**config.mk**
```make
export PLATFORM = sky130hd
export DESIGN_NAME = multicycle_alu_flat
export DESIGN_NICKNAME = d
export VERILOG_FILES = /design/src/rtl/multicycle_alu_if.sv /design/src/rtl/multicycle_alu.sv /design/src/flat_wrapper.sv
export SDC_FILE = /design/constraint.sdc
export NUM_CORES = 1
export LEC_CHECK = 0
export ABC_AREA = 1
export CORE_UTILIZATION = 25
export DETAILED_ROUTE_END_ITERATION = 16
export GPL_TIMING_DRIVEN = 1
export PLACE_DENSITY = 0.44
export SLEW_MARGIN = 40
export SYNTH_ARGS = -nofsm -noshare
export SYNTH_HDL_FRONTEND = slang
export SYNTH_SLANG_ARGS = --single-unit
```
**constraint.sdc**
```tcl
create_clock -name clk -period 8.6 [get_ports clk]
set_clock_uncertainty 0.15 [all_clocks]
set_input_delay 1.72 -clock clk [delete_from_list [all_inputs] [get_ports clk]]
set_output_delay 1.72 -clock clk [all_outputs]
set_load 0.01 [all_outputs]
```
**src/rtl/multicycle_alu_if.sv**
```systemverilog
// rtl/multicycle_alu_if.sv - start/done handshake and operand/result bundle for multicycle_alu
interface multicycle_alu_if #(
  parameter int WIDTH = 32
);
  logic             start;
  logic [2:0]       operation;
  logic [WIDTH-1:0] a;
  logic [WIDTH-1:0] b;
  logic             busy;
  logic             done;
  logic [WIDTH-1:0] result;
  logic             zero;
  logic             overflow;
  logic             div_by_zero;

  modport master (
    output start, operation, a, b,
    input  busy, done, result, zero, overflow, div_by_zero
  );

  modport slave (
    input  start, operation, a, b,
    output busy, done, result, zero, overflow, div_by_zero
  );
endinterface

```
**src/rtl/multicycle_alu.sv**
```systemverilog
// rtl/multicycle_alu.sv - ALU with single-cycle logic/arith ops and iterative MUL/DIVU/REMU
module multicycle_alu #(
  parameter int WIDTH = 32,
  parameter int CNT_W = 6
) (
  input logic            clk,
  input logic            rst,
  multicycle_alu_if.slave bus
);

  localparam logic [2:0] OP_AND  = 3'b000;
  localparam logic [2:0] OP_OR   = 3'b001;
  localparam logic [2:0] OP_ADD  = 3'b010;
  localparam logic [2:0] OP_MUL  = 3'b011;
  localparam logic [2:0] OP_DIVU = 3'b100;
  localparam logic [2:0] OP_REMU = 3'b101;
  localparam logic [2:0] OP_SUB  = 3'b110;
  localparam logic [2:0] OP_SLT  = 3'b111;

  typedef enum logic [1:0] {IDLE, CALC, DONE} state_t;

  state_t           state, state_next;
  logic [CNT_W-1:0] cnt;
  logic [2:0]       op_q;
  logic [WIDTH-1:0] acc;     // MUL partial product / DIVU,REMU partial remainder
  logic [WIDTH-1:0] mcand;   // MUL shifting multiplicand / DIVU,REMU divisor
  logic [WIDTH-1:0] shreg;   // MUL multiplier / DIVU,REMU dividend shifting into quotient
  logic [WIDTH-1:0] result_q;
  logic             zero_q, overflow_q, dbz_q;

  logic             is_multi;
  logic [WIDTH-1:0] sum, diff, single_res;
  logic             single_ovf;
  logic [WIDTH-1:0] mul_acc_next;
  logic [WIDTH:0]   div_shift, div_diff;
  logic             div_ok;
  logic [WIDTH-1:0] div_rem_next, quot_next, multi_res;

  assign is_multi = (bus.operation == OP_MUL) || (bus.operation == OP_DIVU) ||
                    (bus.operation == OP_REMU);
  assign sum  = bus.a + bus.b;
  assign diff = bus.a - bus.b;

  always_comb begin
    single_res = '0;
    single_ovf = 1'b0;
    case (bus.operation)
      OP_ADD: begin
        single_res = sum;
        single_ovf = (bus.a[WIDTH-1] == bus.b[WIDTH-1]) && (sum[WIDTH-1] != bus.a[WIDTH-1]);
      end
      OP_SUB: begin
        single_res = diff;
        single_ovf = (bus.a[WIDTH-1] != bus.b[WIDTH-1]) && (diff[WIDTH-1] != bus.a[WIDTH-1]);
      end
      OP_SLT: single_res = {{(WIDTH-1){1'b0}}, ($signed(bus.a) < $signed(bus.b))};
      OP_AND: single_res = bus.a & bus.b;
      OP_OR:  single_res = bus.a | bus.b;
      default: single_res = '0;
    endcase
  end

  // One restoring-division step: the remainder stays below the divisor, so WIDTH+1 bits suffice.
  assign mul_acc_next = shreg[0] ? acc + mcand : acc;
  assign div_shift    = {acc, shreg[WIDTH-1]};
  assign div_diff     = div_shift - {1'b0, mcand};
  assign div_ok       = !div_diff[WIDTH];
  assign div_rem_next = div_ok ? div_diff[WIDTH-1:0] : div_shift[WIDTH-1:0];
  assign quot_next    = {shreg[WIDTH-2:0], div_ok};
  assign multi_res    = (op_q == OP_MUL)  ? mul_acc_next :
                        (op_q == OP_DIVU) ? quot_next : div_rem_next;

  always_ff @(posedge clk) begin
    if (rst) state <= IDLE;
    else     state <= state_next;
  end

  always_comb begin
    state_next = state;
    case (state)
      IDLE: if (bus.start) state_next = is_multi ? CALC : DONE;
      CALC: if (cnt == CNT_W'(1)) state_next = DONE;
      DONE: state_next = IDLE;
      default: state_next = IDLE;
    endcase
  end

  always_ff @(posedge clk) begin
    if (rst) begin
      cnt        <= '0;
      op_q       <= '0;
      acc        <= '0;
      mcand      <= '0;
      shreg      <= '0;
      result_q   <= '0;
      zero_q     <= 1'b0;
      overflow_q <= 1'b0;
      dbz_q      <= 1'b0;
    end else begin
      case (state)
        IDLE: begin
          if (bus.start && !is_multi) begin
            result_q   <= single_res;
            zero_q     <= (single_res == '0);
            overflow_q <= single_ovf;
            dbz_q      <= 1'b0;
          end else if (bus.start) begin
            op_q  <= bus.operation;
            cnt   <= CNT_W'(WIDTH);
            acc   <= '0;
            mcand <= (bus.operation == OP_MUL) ? bus.a : bus.b;
            shreg <= (bus.operation == OP_MUL) ? bus.b : bus.a;
          end
        end
        CALC: begin
          cnt <= cnt - CNT_W'(1);
          if (op_q == OP_MUL) begin
            acc   <= mul_acc_next;
            mcand <= mcand << 1;
            shreg <= shreg >> 1;
          end else begin
            acc   <= div_rem_next;
            shreg <= quot_next;
          end
          if (cnt == CNT_W'(1)) begin
            result_q   <= multi_res;
            zero_q     <= (multi_res == '0);
            overflow_q <= 1'b0;
            dbz_q      <= (op_q != OP_MUL) && (mcand == '0);
          end
        end
        default: ;
      endcase
    end
  end

  assign bus.busy        = (state != IDLE);
  assign bus.done        = (state == DONE);
  assign bus.result      = result_q;
  assign bus.zero        = zero_q;
  assign bus.overflow    = overflow_q;
  assign bus.div_by_zero = dbz_q;

endmodule

```
**src/flat_wrapper.sv**
```systemverilog
// flat-port wrapper written by rule: the top's interface ports become plain ports
module multicycle_alu_flat 
#(
  parameter int WIDTH = 32,
  parameter int CNT_W = 6
)
  (clk, rst, bus_start, bus_operation, bus_a, bus_b, bus_busy, bus_done, bus_result, bus_zero, bus_overflow, bus_div_by_zero);
  multicycle_alu_if #(.WIDTH(WIDTH)) bus_i ();
  input logic clk;
  input logic rst;
  input wire logic [$bits(bus_i.start)-1:0] bus_start;
  input wire logic [$bits(bus_i.operation)-1:0] bus_operation;
  input wire logic [$bits(bus_i.a)-1:0] bus_a;
  input wire logic [$bits(bus_i.b)-1:0] bus_b;
  output wire logic [$bits(bus_i.busy)-1:0] bus_busy;
  output wire logic [$bits(bus_i.done)-1:0] bus_done;
  output wire logic [$bits(bus_i.result)-1:0] bus_result;
  output wire logic [$bits(bus_i.zero)-1:0] bus_zero;
  output wire logic [$bits(bus_i.overflow)-1:0] bus_overflow;
  output wire logic [$bits(bus_i.div_by_zero)-1:0] bus_div_by_zero;
  assign bus_i.start = bus_start;
  assign bus_i.operation = bus_operation;
  assign bus_i.a = bus_a;
  assign bus_i.b = bus_b;
  assign bus_busy = bus_i.busy;
  assign bus_done = bus_i.done;
  assign bus_result = bus_i.result;
  assign bus_zero = bus_i.zero;
  assign bus_overflow = bus_i.overflow;
  assign bus_div_by_zero = bus_i.div_by_zero;
  multicycle_alu #(.WIDTH(WIDTH), .CNT_W(CNT_W)) u_core (.clk(clk), .rst(rst), .bus(bus_i));
endmodule
```
After elaboration in Yosys (flattened, before gate mapping) --
Index checks and enable logic that the tools add are counted.
Storage, ports and cells: register bits after elaboration 142, latch bits 0, bits in writable memories 0, ROM bits 0, bits of input ports 70, memories 0
Cells by class: $add $sub $neg 5, $mul 0, divide/modulo/power cells 0, $lt $le $gt $ge 1, equality and inequality tests 22, shift-type cells 0, muxes and demuxes 39, bitwise logic cells 3, reductions and logical operators 20
Operator list (count):
- 2-to-1 mux 32 bit | 17
- one-hot mux 32 bit (2 select lines) | 4
- one-hot mux 32 bit (5 select lines) | 1
- zero test 32 bit | 3
- adder 32 bit | 2
- subtractor 33 x 32 -> 33 bit | 1
- bitwise AND 32 bit | 1
- < comparator 32 bit | 1
- OR 32 bit | 1
- subtractor 32 bit | 1
- == test 3 bit, second input constant | 5
- 2-to-1 mux 6 bit | 2
- one-hot mux 6 bit (2 select lines) | 1
- == test 3 x 2 -> 1 bit, second input constant | 3
- AND reduction 3 bit | 3
- one-hot mux 1 bit (2 select lines) | 4
- == test 6 x 1 -> 1 bit, second input constant | 1
- 2-to-1 mux 1 bit | 6
- 2-to-1 mux 2 bit | 3
- != test 2 x 1 -> 1 bit, second input constant | 3
- subtractor 6 x 1 -> 6 bit, second input constant | 1
- logical AND 1 bit | 4
- != test 2 bit, second input constant | 2
- one-hot mux 2 bit (2 select lines) | 1
- 14 further kinds | 19

Logic depth before layout (Yosys ltp) --
Gate-level depths: netlist (run 1).
word-level depth 7, gate-level depth with buffers 25, depth with buffers taken out 24

Least setup slack after synthesis (run 1) --
Ideal clock, no wire load.
path kind in2reg, from input port bus_a[0], to register u_core.zero_q, in the netlist u_core.bus.zero, arrival 3.738 ns, required time 8.380 ns, slack 4.642 ns, stages 21, buffers on the path 0, cells stage by stage inv_1 > ha_1 > inv_1 > fa_1 > nand3_1 > nand2_1 > nand2_1 > nand2_1 > nand2_1 > nand2_1 > o21ai_0 > nor2_1 > nor2_1 > nand2_1 > nor2_1 > nand3_1 > nor2_1 > nand3_1 > nor2_1 > nor2_1 > a21oi_1
Between the ends: longest elaborated chain between the ends 5
Ends and longest elaborated chain:
- start: declaration | RTL line flat_wrapper.sv:13 | input wire logic [$bits(bus_i.a)-1:0] bus_a;
- subtractor 32 bit, or another cell as far along | RTL line multicycle_alu.sv:42 | assign diff = bus.a - bus.b;
- one-hot mux 32 bit (5 select lines) (*) | RTL line multicycle_alu.sv:47 | case (bus.operation)
- zero test 32 bit (*) | RTL line multicycle_alu.sv:104 | zero_q <= (single_res == '0);
- 2-to-1 mux 1 bit (*) | RTL line multicycle_alu.sv:102 | if (bus.start && !is_multi) begin
- one-hot mux 1 bit (2 select lines) (*) | RTL line multicycle_alu.sv:100 | case (state)
- end signal: assignment | RTL line multicycle_alu.sv:104
- end signal: assignment | RTL line multicycle_alu.sv:127 | zero_q <= (multi_res == '0);
- end: declaration | RTL line multicycle_alu.sv:29 | logic zero_q, overflow_q, dbz_q;
Mark *: on every way between the ends. The rest lies on a longest branch, timed or not. The select of a mux whose other input is x is not followed. A chain may end at the register's enable or synchronous reset.

Worst setup path in the final report (run 1) --
from input port bus_b[0], to register u_core.zero_q, in the netlist u_core.bus.zero
Between the ends: longest elaborated chain between the ends 5
Ends and longest elaborated chain:
- start: declaration | RTL line flat_wrapper.sv:14 | input wire logic [$bits(bus_i.b)-1:0] bus_b;
- subtractor 32 bit, or another cell as far along | RTL line multicycle_alu.sv:42
- one-hot mux 32 bit (5 select lines) (*) | RTL line multicycle_alu.sv:47
- zero test 32 bit (*) | RTL line multicycle_alu.sv:104
- 2-to-1 mux 1 bit (*) | RTL line multicycle_alu.sv:102
- one-hot mux 1 bit (2 select lines) (*) | RTL line multicycle_alu.sv:100
Marked as above.

==> results.cfg, run 1 <==
[clocking]
cts_sinks = 142
cts_buffers = 17
htreeDepth = 4
cts_resized = 0
cts_setup_buffers = 0
clk_latency_ns = 0.51
cts-root-buf = clkbuf_16
clk_pin_slew_ns = 0.07
clock_path_buffers = 2
tritoncts = done
cts_hold_buffers = 0

[min_path]
whs_path_depth = 2
min_to = u_core.bus.result[27]$_SDFFE_PP0P_
hold_path_class = flip-flop to flip-flop
holdCritStartpoint = u_core.bus.result[27]$_SDFFE_PP0P_

[routing]
drtAntennaViolNets = 0
firstDrtPassIters = 6
viasPerCell = 5.04
drt_wl_total_um = 91300
drc = 0
post_drt_wl_per_cell_um = 20.6
drtIter0Drc = 1695
vias = 22299

[synth]
async_flop_share_pct = 0
syn-num-nets = 3673
avgSynthCellArea_um2 = 5.55
syn_inst = 3431
yosys-top-cells-area = nand2_1 17%, dfxtp_1 15%, ha_1 11%
ys_warn_count = 0
synthTopCellsByCount = 880 x nand2_1, 550 x inv_1, 341 x nor2_1
synthMostInstantiatedCell = nand2_1
synthDistinctLibCells = 49
synth_edf_count = 0
synth_top_area_share_pct = 17.3
yosys.area.top_type = nand2_1
yosysSeqAreaShare_pct = 14.9
synth.cell_area_um2 = 19000
synth-main-ff-cell = dfxtp_1
ys_seq_elements = 142

[global_routing]
use_met1_pct = 30.3
grt-ovfl-total = 0
grtUsageMet3_pct = 3.06
grt_start_max_net_pins = 180
busiest_layer = met2
antenna_found_initial = 2
met2_usage_pct = 39.6
grt_usage_pct = 23.4
grt_pass1_wl_um = 136000
first_global_vias = 21814

[power]
peakVddDrop_uv = 139
power.total_w = 0.00277
p_seq_share_pct = 27.7
p_comb_share_pct = 42.8
power_density_nw_per_um2 = 128
p_clk_share_pct = 29.5
p_switching_w = 0.00126
p_leak_nw = 10.4
intPower_w = 0.00150
switching_share_pct = 45.6

[setup_path]
path_max_fanout = 5
crit_chain = clkdlybuf4s50_1 > ha_1 > fa_1 > nand3_1 > nand3_1 > nand2_1 > nand2_1 > nand2_1 > nand2_1 > nand3_1 > nand2_1 > nand2_1 > nand3_1 > nand3_1 > nor2_1 > nand2_1 > nor2_1 > nand3_1 > nor2_1 > nor2_1 > a21oi_1
arrival_ns = 5.47
slowest_delay_ns = 0.60
critical_path_class = input pin to flip-flop
path_delay_family = simple AND/OR/NAND/NOR gates
rr_worst_depth = 22
reg2reg_to = u_core.bus.zero$_SDFFE_PP0P_
crit_buf_inv = 1
critPathSlowestCell = clkdlybuf4s50_1
worstPathRequired_ns = 8.88
crit_top_cell = nand2_1
end_kind = flip-flop
reg2reg_from = u_core.shreg[31]$_SDFFE_PP0P_
cp-start-kind = input pin
reg2reg_setup_slack_ns = 3.75

[placement]
dp_hpwl_um = 73900
dp_cells = 4389
gp_congestion = 0.984
io_buffers = 106

[floorplanning]
initial_core_util_pct = 25.4
io_pins = 107
core_um2 = 74900
die_w_um = 278
fp-row-count = 100
dieArea_um2 = 77300
dieHeight_um = 278

[final_layout]
fin_util_pct = 28.9
layout-drive-gt1-share_pct = 3.33
instances_no_fill = 4422
syn_to_final_growth_pct = 13.7
fin_nets = 3682
num-fill-cells = 8588
n_antenna_cell = 0

[timing]
clock.fmax_ghz = 0.192
tightest_slew_ns = 0.942
timing.final.crit_period_ns = 5.20
final.setup.tns_ns = 0
drv_slew = 0
max-slew-margin-rel_pct = 36.8
finalSetupViolations = 0
worst_hold_slack_ns = 0.316
rsz0062_at_grt = false
fin_crit_sh_pct = 60.4
hold_violations = 0

[status]
outcome = complete, no violations

[flow_run]
maxCapViolations = 0
==> metal layers <==
layer,vias to the layer above,wire (um)
met5,-,25
met3,123,4240
met2,596,42800
li1,11216,-
met4,4,3080
met1,10360,41100
==> power groups by stage <==
stage / Sequential [W] / Combinational, W / Clock (W)
3_3_place_gp: 0.000782 / 0.00117 / 0
5_1_grt: 0.000773 / 0.00132 / 0.000863
2_1_floorplan: 0.000762 / 0.000740 / 0
6_report: 0.000767 / 0.00118 / 0.000817
3_5_place_dp: 0.000780 / 0.00117 / 0
4_1_cts: 0.000766 / 0.00118 / 0.000838
==> cell type report <==
| cell class | count | area, um^2 | area share [%] |
|---|---|---|---|
| timing repair buffer | 130 | 1280 | 5.91 |
| multi-input combinational | 2595 | 13600 | 63.0 |
| clock buffer | 17 | 425 | 1.97 |
| sequential | 142 | 2840 | 13.1 |
| clock inverter | 15 | 173 | 0.798 |
| inverter | 554 | 2080 | 9.61 |
| tap | 969 | 1210 | 5.60 |
==> cell families after synthesis <==
family          Yosys count  synth area share [%]
buf+inv                 694                  13.9
xor+xnor                 22                  1.01
simple gates           1604                  35.0
flops                   142                  14.9
fa+ha+maj               172                  11.5
compound gates          797                  23.7
==> sequential cells by signal, summed over array words and instances (netlist names) <==
register                count
u_core.acc                 32
u_core.bus.result          32
u_core.mcand               32
u_core.shreg               32
u_core.cnt                  6
u_core.op_q                 3
u_core.state                2
u_core.bus.div_by_zero      1
u_core.bus.overflow         1
u_core.bus.zero             1
==> per-stage QoR <==
| step | setup WS, ns | instance area (um^2) |
|---|---|---|
| after detailed placement | 2.94 | 21000 |
| after global routing | 3.18 | 21600 |
| after global placement | 2.92 | 21000 |
| after CTS | 3.47 | 21600 |
| after floorplan | 4.64 | 19000 |
| final | 3.40 | 21600 |
==> tightest hold or removal path: stages (launching register included) <==
cell and delay (ns):
dfxtp_1 0.31, nand2_1 0.06, a21oi_1 0.05
==> worst max path at each step <==
stage                  start                            to  slack [ns]  cells past startpoint
finish              bus_b[0]  u_core.bus.zero$_SDFFE_PP0P_        3.40                     21
global route        bus_b[0]  u_core.bus.zero$_SDFFE_PP0P_        3.18                     21
CTS                 bus_b[0]  u_core.bus.zero$_SDFFE_PP0P_        3.47                     20
detailed placement  bus_b[0]  u_core.bus.zero$_SDFFE_PP0P_        2.94                     20
global placement    bus_b[0]  u_core.bus.zero$_SDFFE_PP0P_        2.92                     21
floorplan           bus_a[0]  u_core.bus.zero$_SDFFE_PP0P_        4.64                     21
==> cells in the final DEF (no fill, tap or decap), types with 4 or more instances in the layout <==
cell type and n:
nand3b_1 12, o21bai_1 11, inv_2 4, a21oi_1 296
nand4_1 42, fa_1 4, o22ai_1 12, o21ai_0 278
inv_6 6, ha_1 168, a31oi_1 38, a211oi_1 87
nand2_2 16, a21o_1 6, nor2_4 5, nand2_1 879
a21boi_0 6, or2_2 8, dfxtp_1 141, nand3_1 255
xnor2_1 12, nor4_1 4, xor2_1 10, nor3_1 29
o221ai_1 5, nor2_1 336, a211oi_2 7, inv_1 549
and2_1 8, buf_4 22, a21oi_2 7, clkbuf_16 17
clkdlybuf4s50_1 105, o211ai_1 34
No activity file was read; power rests on OpenSTA's default activity.
==> inputs of run 2 (changes only) <==
==> constraint.sdc (replaced) <==
create_clock -name clk -period 5.1 [get_ports clk]
set_clock_uncertainty 0.15 [all_clocks]
set_input_delay 1.02 -clock clk [delete_from_list [all_inputs] [get_ports clk]]
set_output_delay 1.02 -clock clk [all_outputs]
set_load 0.01 [all_outputs]
==> run 2 against run 1 <==
Count of clock-buffer cells in the layout unchanged. Register-to-register slack worse by 2.6 ns. Global-route usage up 0.21 points.
==> results.cfg, run 2 (synthesis gave the netlist of run 1 again) <==
[global_routing]
antenna_found_initial = 2
grt-ovfl-total = 0
first_global_vias = 21972
grt_usage_pct = 23.6
grt_pass1_wl_um = 137000
grt_start_max_net_pins = 179

[routing]
drtIter0Drc = 1643
drc = 0
drt_wl_total_um = 91900
viasPerCell = 5.03
drtAntennaViolNets = 0
firstDrtPassIters = 6
vias = 22456
post_drt_wl_per_cell_um = 20.6

[placement]
io_buffers = 106
dp_slack_ns = 0.314
gp_congestion = 0.967
dp_hpwl_um = 75400
placed_cell_area_um2 = 21300

[min_path]
hold_path_class = flip-flop to flip-flop

[timing]
rsz0062_at_grt = false
setup_ws_ns = 0.794
timing.final.crit_period_ns = 4.31
tightest_slew_ns = 0.997
finalSetupViolations = 0
drv_slew = 0
worst_hold_slack_ns = 0.315
max-slew-margin-rel_pct = 33.1
hold_violations = 0
fin_crit_sh_pct = 84.4
final.setup.tns_ns = 0
clock.fmax_ghz = 0.232

[final_layout]
fin_area_um2 = 21900
num-fill-cells = 8661
fin_nets = 3728
layout_commonest_cell = nand2_1
n_antenna_cell = 0
layout-drive-gt1-share_pct = 4.43
fin_util_pct = 29.3
multi_input_area_um2 = 13600
regArea_um2 = 2840
mostFrequentLayoutCells = 879 x nand2_1, 547 x inv_1, 336 x nor2_1
syn_to_final_growth_pct = 15.2

[setup_path]
critical_path_class = input pin to flip-flop
end_kind = flip-flop
path_max_fanout = 9
arrival_ns = 4.60
cp-start-kind = input pin
worstPathRequired_ns = 5.39

[power]
p_leak_nw = 10.6
power_density_nw_per_um2 = 213
peakVddDrop_uv = 226

[clocking]
cts_hold_buffers = 0
clk_pin_slew_ns = 0.07
cts_sinks = 142
clk_latency_ns = 0.51
cts_resized = 0
clock_path_buffers = 2
cts_buffers = 17
htreeDepth = 4
cts-root-buf = clkbuf_16
cts_setup_buffers = 0
tritoncts = done

[floorplanning]
core_um2 = 74900
dieArea_um2 = 77300
dieHeight_um = 278
fp-row-count = 100
io_pins = 107
die_w_um = 278
initial_core_util_pct = 25.4

[flow_run]
maxCapViolations = 0

[status]
outcome = complete, no violations
==> run 2: critical path, stage by stage <==
cell and delay (ns):
clkdlybuf4s50_1 0.57, inv_1 0.08, ha_1 0.46, nand2_1 0.18
nor2_1 0.35, nand2_1 0.10, nand2_1 0.26, a21oi_1 0.10
o21ai_0 0.10, nand2_1 0.09, nor2_1 0.23, nand2_1 0.08
nor2_1 0.32, nand3_1 0.12, nor2_1 0.14, nand3_1 0.09
nor2_1 0.10, nor2_1 0.06, a21oi_1 0.13
==> run 2: where the power goes <==
group          internal (W)  leakage (nW)  switching [W]
Clock              0.000685         0.280       0.000651
Sequential          0.00120          1.16      0.0000976
Combinational      0.000630          9.14        0.00140
Total               0.00252          10.6        0.00215
==> run 2: per-layer routing <==
| metal | track usage (%) | share of wire [%] | vias to the layer above |
|---|---|---|---|
| met1 | 30.2 | 45 | 10414 |
| li1 | - | - | 11305 |
| met3 | 2.91 | 4.4 | 131 |
| met5 | 0 | 0.014 | - |
| met2 | 40.2 | 47 | 604 |
| met4 | 9.24 | 3.7 | 2 |
==> run 2: path summary, 6_finish.rpt <==
kind / cells after the start / startpoint / endpoint / slack (ns)
worst min register to register: 2 / u_core.bus.result[13]$_SDFFE_PP0P_ / u_core.bus.result[13]$_SDFFE_PP0P_ / 0.32
worst min-delay path: 2 / u_core.bus.result[13]$_SDFFE_PP0P_ / u_core.bus.result[13]$_SDFFE_PP0P_ / 0.32
worst max-delay path: 19 / bus_a[6] / u_core.bus.zero$_SDFFE_PP0P_ / 0.79
worst max register to register: 21 / u_core.shreg[31]$_SDFFE_PP0P_ / u_core.bus.result[22]$_SDFFE_PP0P_ / 1.14
==> run 2: stage by stage <==
stage | cells | power [W]
2_1_floorplan | 3431 | 0.00253
3_3_place_gp | 4435 | 0.00334
3_5_place_dp | 4435 | 0.00332
4_1_cts | 4467 | 0.00468
5_1_grt | 4468 | 0.00495
6_report | 4468 | 0.00466
==> run 2: final cells by class <==
| cell class | count | share of cell area, % |
|---|---|---|
| flip-flops and latches | 142 | 13.0 |
| multi-input cells | 2595 | 61.9 |
| clock buffers | 17 | 1.94 |
| inverters | 554 | 9.48 |
| well taps | 969 | 5.53 |
| clock inverters | 15 | 0.673 |
| repair buffers | 176 | 7.50 |
==> inputs of run 3 (changes only) <==
==> constraint.sdc (replaced) <==
create_clock -name clk -period 4.1 [get_ports clk]
set_clock_uncertainty 0.15 [all_clocks]
set_input_delay 0.82 -clock clk [delete_from_list [all_inputs] [get_ports clk]]
set_output_delay 0.82 -clock clk [all_outputs]
set_load 0.01 [all_outputs]
==> run 3 against run 2 <==
Setup slack worse by 0.64 ns. Global-route usage is 0.68 points higher. Combinational power is 43% higher. Largest power group unchanged. Die area stayed put. Final area is 11% higher.
==> results.cfg, run 3 (synthesis gave the netlist of run 1 again) <==
[setup_path]
rr_worst_depth = 21
critical_path_class = flip-flop to flip-flop
arrival_ns = 4.22
endpoint = u_core.bus.zero$_SDFFE_PP0P_
critPathSlowestCell = fa_1
crit_chain = inv_1 > ha_1 > inv_1 > fa_1 > nand2_1 > nand2_1 > nand3_1 > nand2_1 > nand2_1 > nand2_2 > nand2_2 > nand3_2 > nand2_2 > nand3_1 > nand3_1 > nand2_1 > nand2_1 > nand4_1 > nor2_1 > nand3_1 > a21oi_1
crit_top_cell = nand2_1
crit_start = u_core.shreg[31]$_SDFFE_PP0P_
path_delay_family = simple AND/OR/NAND/NOR gates
path_max_fanout = 11
crit_cells = 21
reg2reg_from = u_core.shreg[31]$_SDFFE_PP0P_
worstPathRequired_ns = 4.37
crit_buf_inv = 2
cp-start-kind = flip-flop
reg2reg_setup_slack_ns = 0.15
reg2reg_to = u_core.bus.zero$_SDFFE_PP0P_
end_kind = flip-flop
slowest_delay_ns = 0.42

[clocking]
cts_setup_buffers = 0
cts_sinks = 142
clock_path_buffers = 2
clk_latency_ns = 0.50
clk_pin_slew_ns = 0.08
cts_buffers = 17
tritoncts = done
cts-root-buf = clkbuf_16
htreeDepth = 4

[timing]
clock.fmax_ghz = 0.253
drv_slew = 0
fin_crit_sh_pct = 96.3
tightest_slew_ns = 0.944
worst_hold_slack_ns = 0.315
rsz0062_at_grt = false
finalSetupViolations = 0
hold_violations = 0
timing.final.crit_period_ns = 3.95
max-slew-margin-rel_pct = 36.7

[power]
power_density_nw_per_um2 = 253
peakVddDrop_uv = 192
p_leak_nw = 12.0

[routing]
firstDrtPassIters = 6
post_drt_wl_per_cell_um = 19.9
drtAntennaViolNets = 0
vias = 23316
drtIter0Drc = 1782
viasPerCell = 4.90
drc = 0
drt_wl_total_um = 94800

[flow_run]
maxCapViolations = 0

[placement]
dp_cells = 4730
gp_congestion = 0.958
io_buffers = 106
dp_hpwl_um = 78300

[final_layout]
layout_commonest_cell = nand2_1
fin_nets = 4023
mostFrequentLayoutCells = 878 x nand2_1, 549 x inv_1, 357 x buf_4
n_antenna_cell = 0
instances_no_fill = 4763
syn_to_final_growth_pct = 27.5
layout-drive-gt1-share_pct = 12.3

[global_routing]
antenna_found_initial = 2
grt_usage_pct = 24.3
first_global_vias = 23008
grt_start_max_net_pins = 179
grt_pass1_wl_um = 141000
grt-ovfl-total = 0

[floorplanning]
die_w_um = 278
core_um2 = 74900
fp-row-count = 100
initial_core_util_pct = 25.4
dieArea_um2 = 77300
dieHeight_um = 278
io_pins = 107

[status]
outcome = complete, no violations

[min_path]
hold_path_class = flip-flop to flip-flop
-- run 3: changes by cell type in the layout (fill, tap and decap cells not counted), sizes merged --
cell      change
buf         +295
clkbuf        +1
inv           -1
clkinvlp      +1
bufinv        -1
-- run 3: where the power goes --
part | switching [W] | internal [W]
Combinational | 0.00185 | 0.00107
Clock | 0.000812 | 0.000810
Sequential | 0.000106 | 0.00149
-- run 3: area by class of cell --
cell class / instances / area, um^2
clock buffer: 18 / 439
clock inverter: 14 / 123
fill: 8539 / 50700
inverter: 554 / 2080
multi-input combinational: 2595 / 13700
sequential: 142 / 2840
tap: 969 / 1210
timing repair buffer: 471 / 3920
-- run 3: timing repair --
action,in CTS,in global routing
hold buffers,0,0
endpoints found under the setup margin,1,1
resized for setup,3,8
-- run 3: per-layer routing --
layer,GRT usage (%),wire [um]
met3,2.28,3110
met2,42.3,45500
met4,6.88,2470
met5,0,0
met1,31.7,43800
-- run 3: worst min-delay path by stage --
stage | startpoint | endpoint | slack, ns | cells after the start
global route | u_core.bus.result[18]$_SDFFE_PP0P_ | u_core.bus.result[18]$_SDFFE_PP0P_ | 0.33 | 2
floorplan | u_core.cnt[3]$_SDFFE_PP0P_ | u_core.cnt[3]$_SDFFE_PP0P_ | 0.30 | 2
detailed placement | u_core.bus.result[23]$_SDFFE_PP0P_ | u_core.bus.result[23]$_SDFFE_PP0P_ | 0.31 | 2
CTS | u_core.bus.result[23]$_SDFFE_PP0P_ | u_core.bus.result[23]$_SDFFE_PP0P_ | 0.32 | 2
global placement | u_core.bus.result[12]$_SDFFE_PP0P_ | u_core.bus.result[12]$_SDFFE_PP0P_ | 0.30 | 2
finish | u_core.bus.result[23]$_SDFFE_PP0P_ | u_core.bus.result[23]$_SDFFE_PP0P_ | 0.31 | 2
-- run 3: metrics by stage --
stage               power [W]  area [um^2]  TNS [ns]  setup WS, ns  util (%)
floorplan             0.00315        19000         0          1.04         -
global placement      0.00450        23600     -1.49        -0.742      31.5
detailed placement    0.00450        23600     -1.43        -0.683      31.6
CTS                   0.00615        24200         0       0.00683      32.3
global route          0.00652        24300         0       0.00574      32.4
finish                0.00614        24300         0         0.153      32.4
-- run 3: worst register-to-register path: cells and delay by family (launching register included) --
kind / cells / cell delay, ns
adders and majority gates: 2 / 0.62
AOI/OAI and AO/OA: 1 / 0.14
buffers and inverters: 2 / 0.31
and+or+nand+nor: 16 / 2.35
DFF: 1 / 0.32
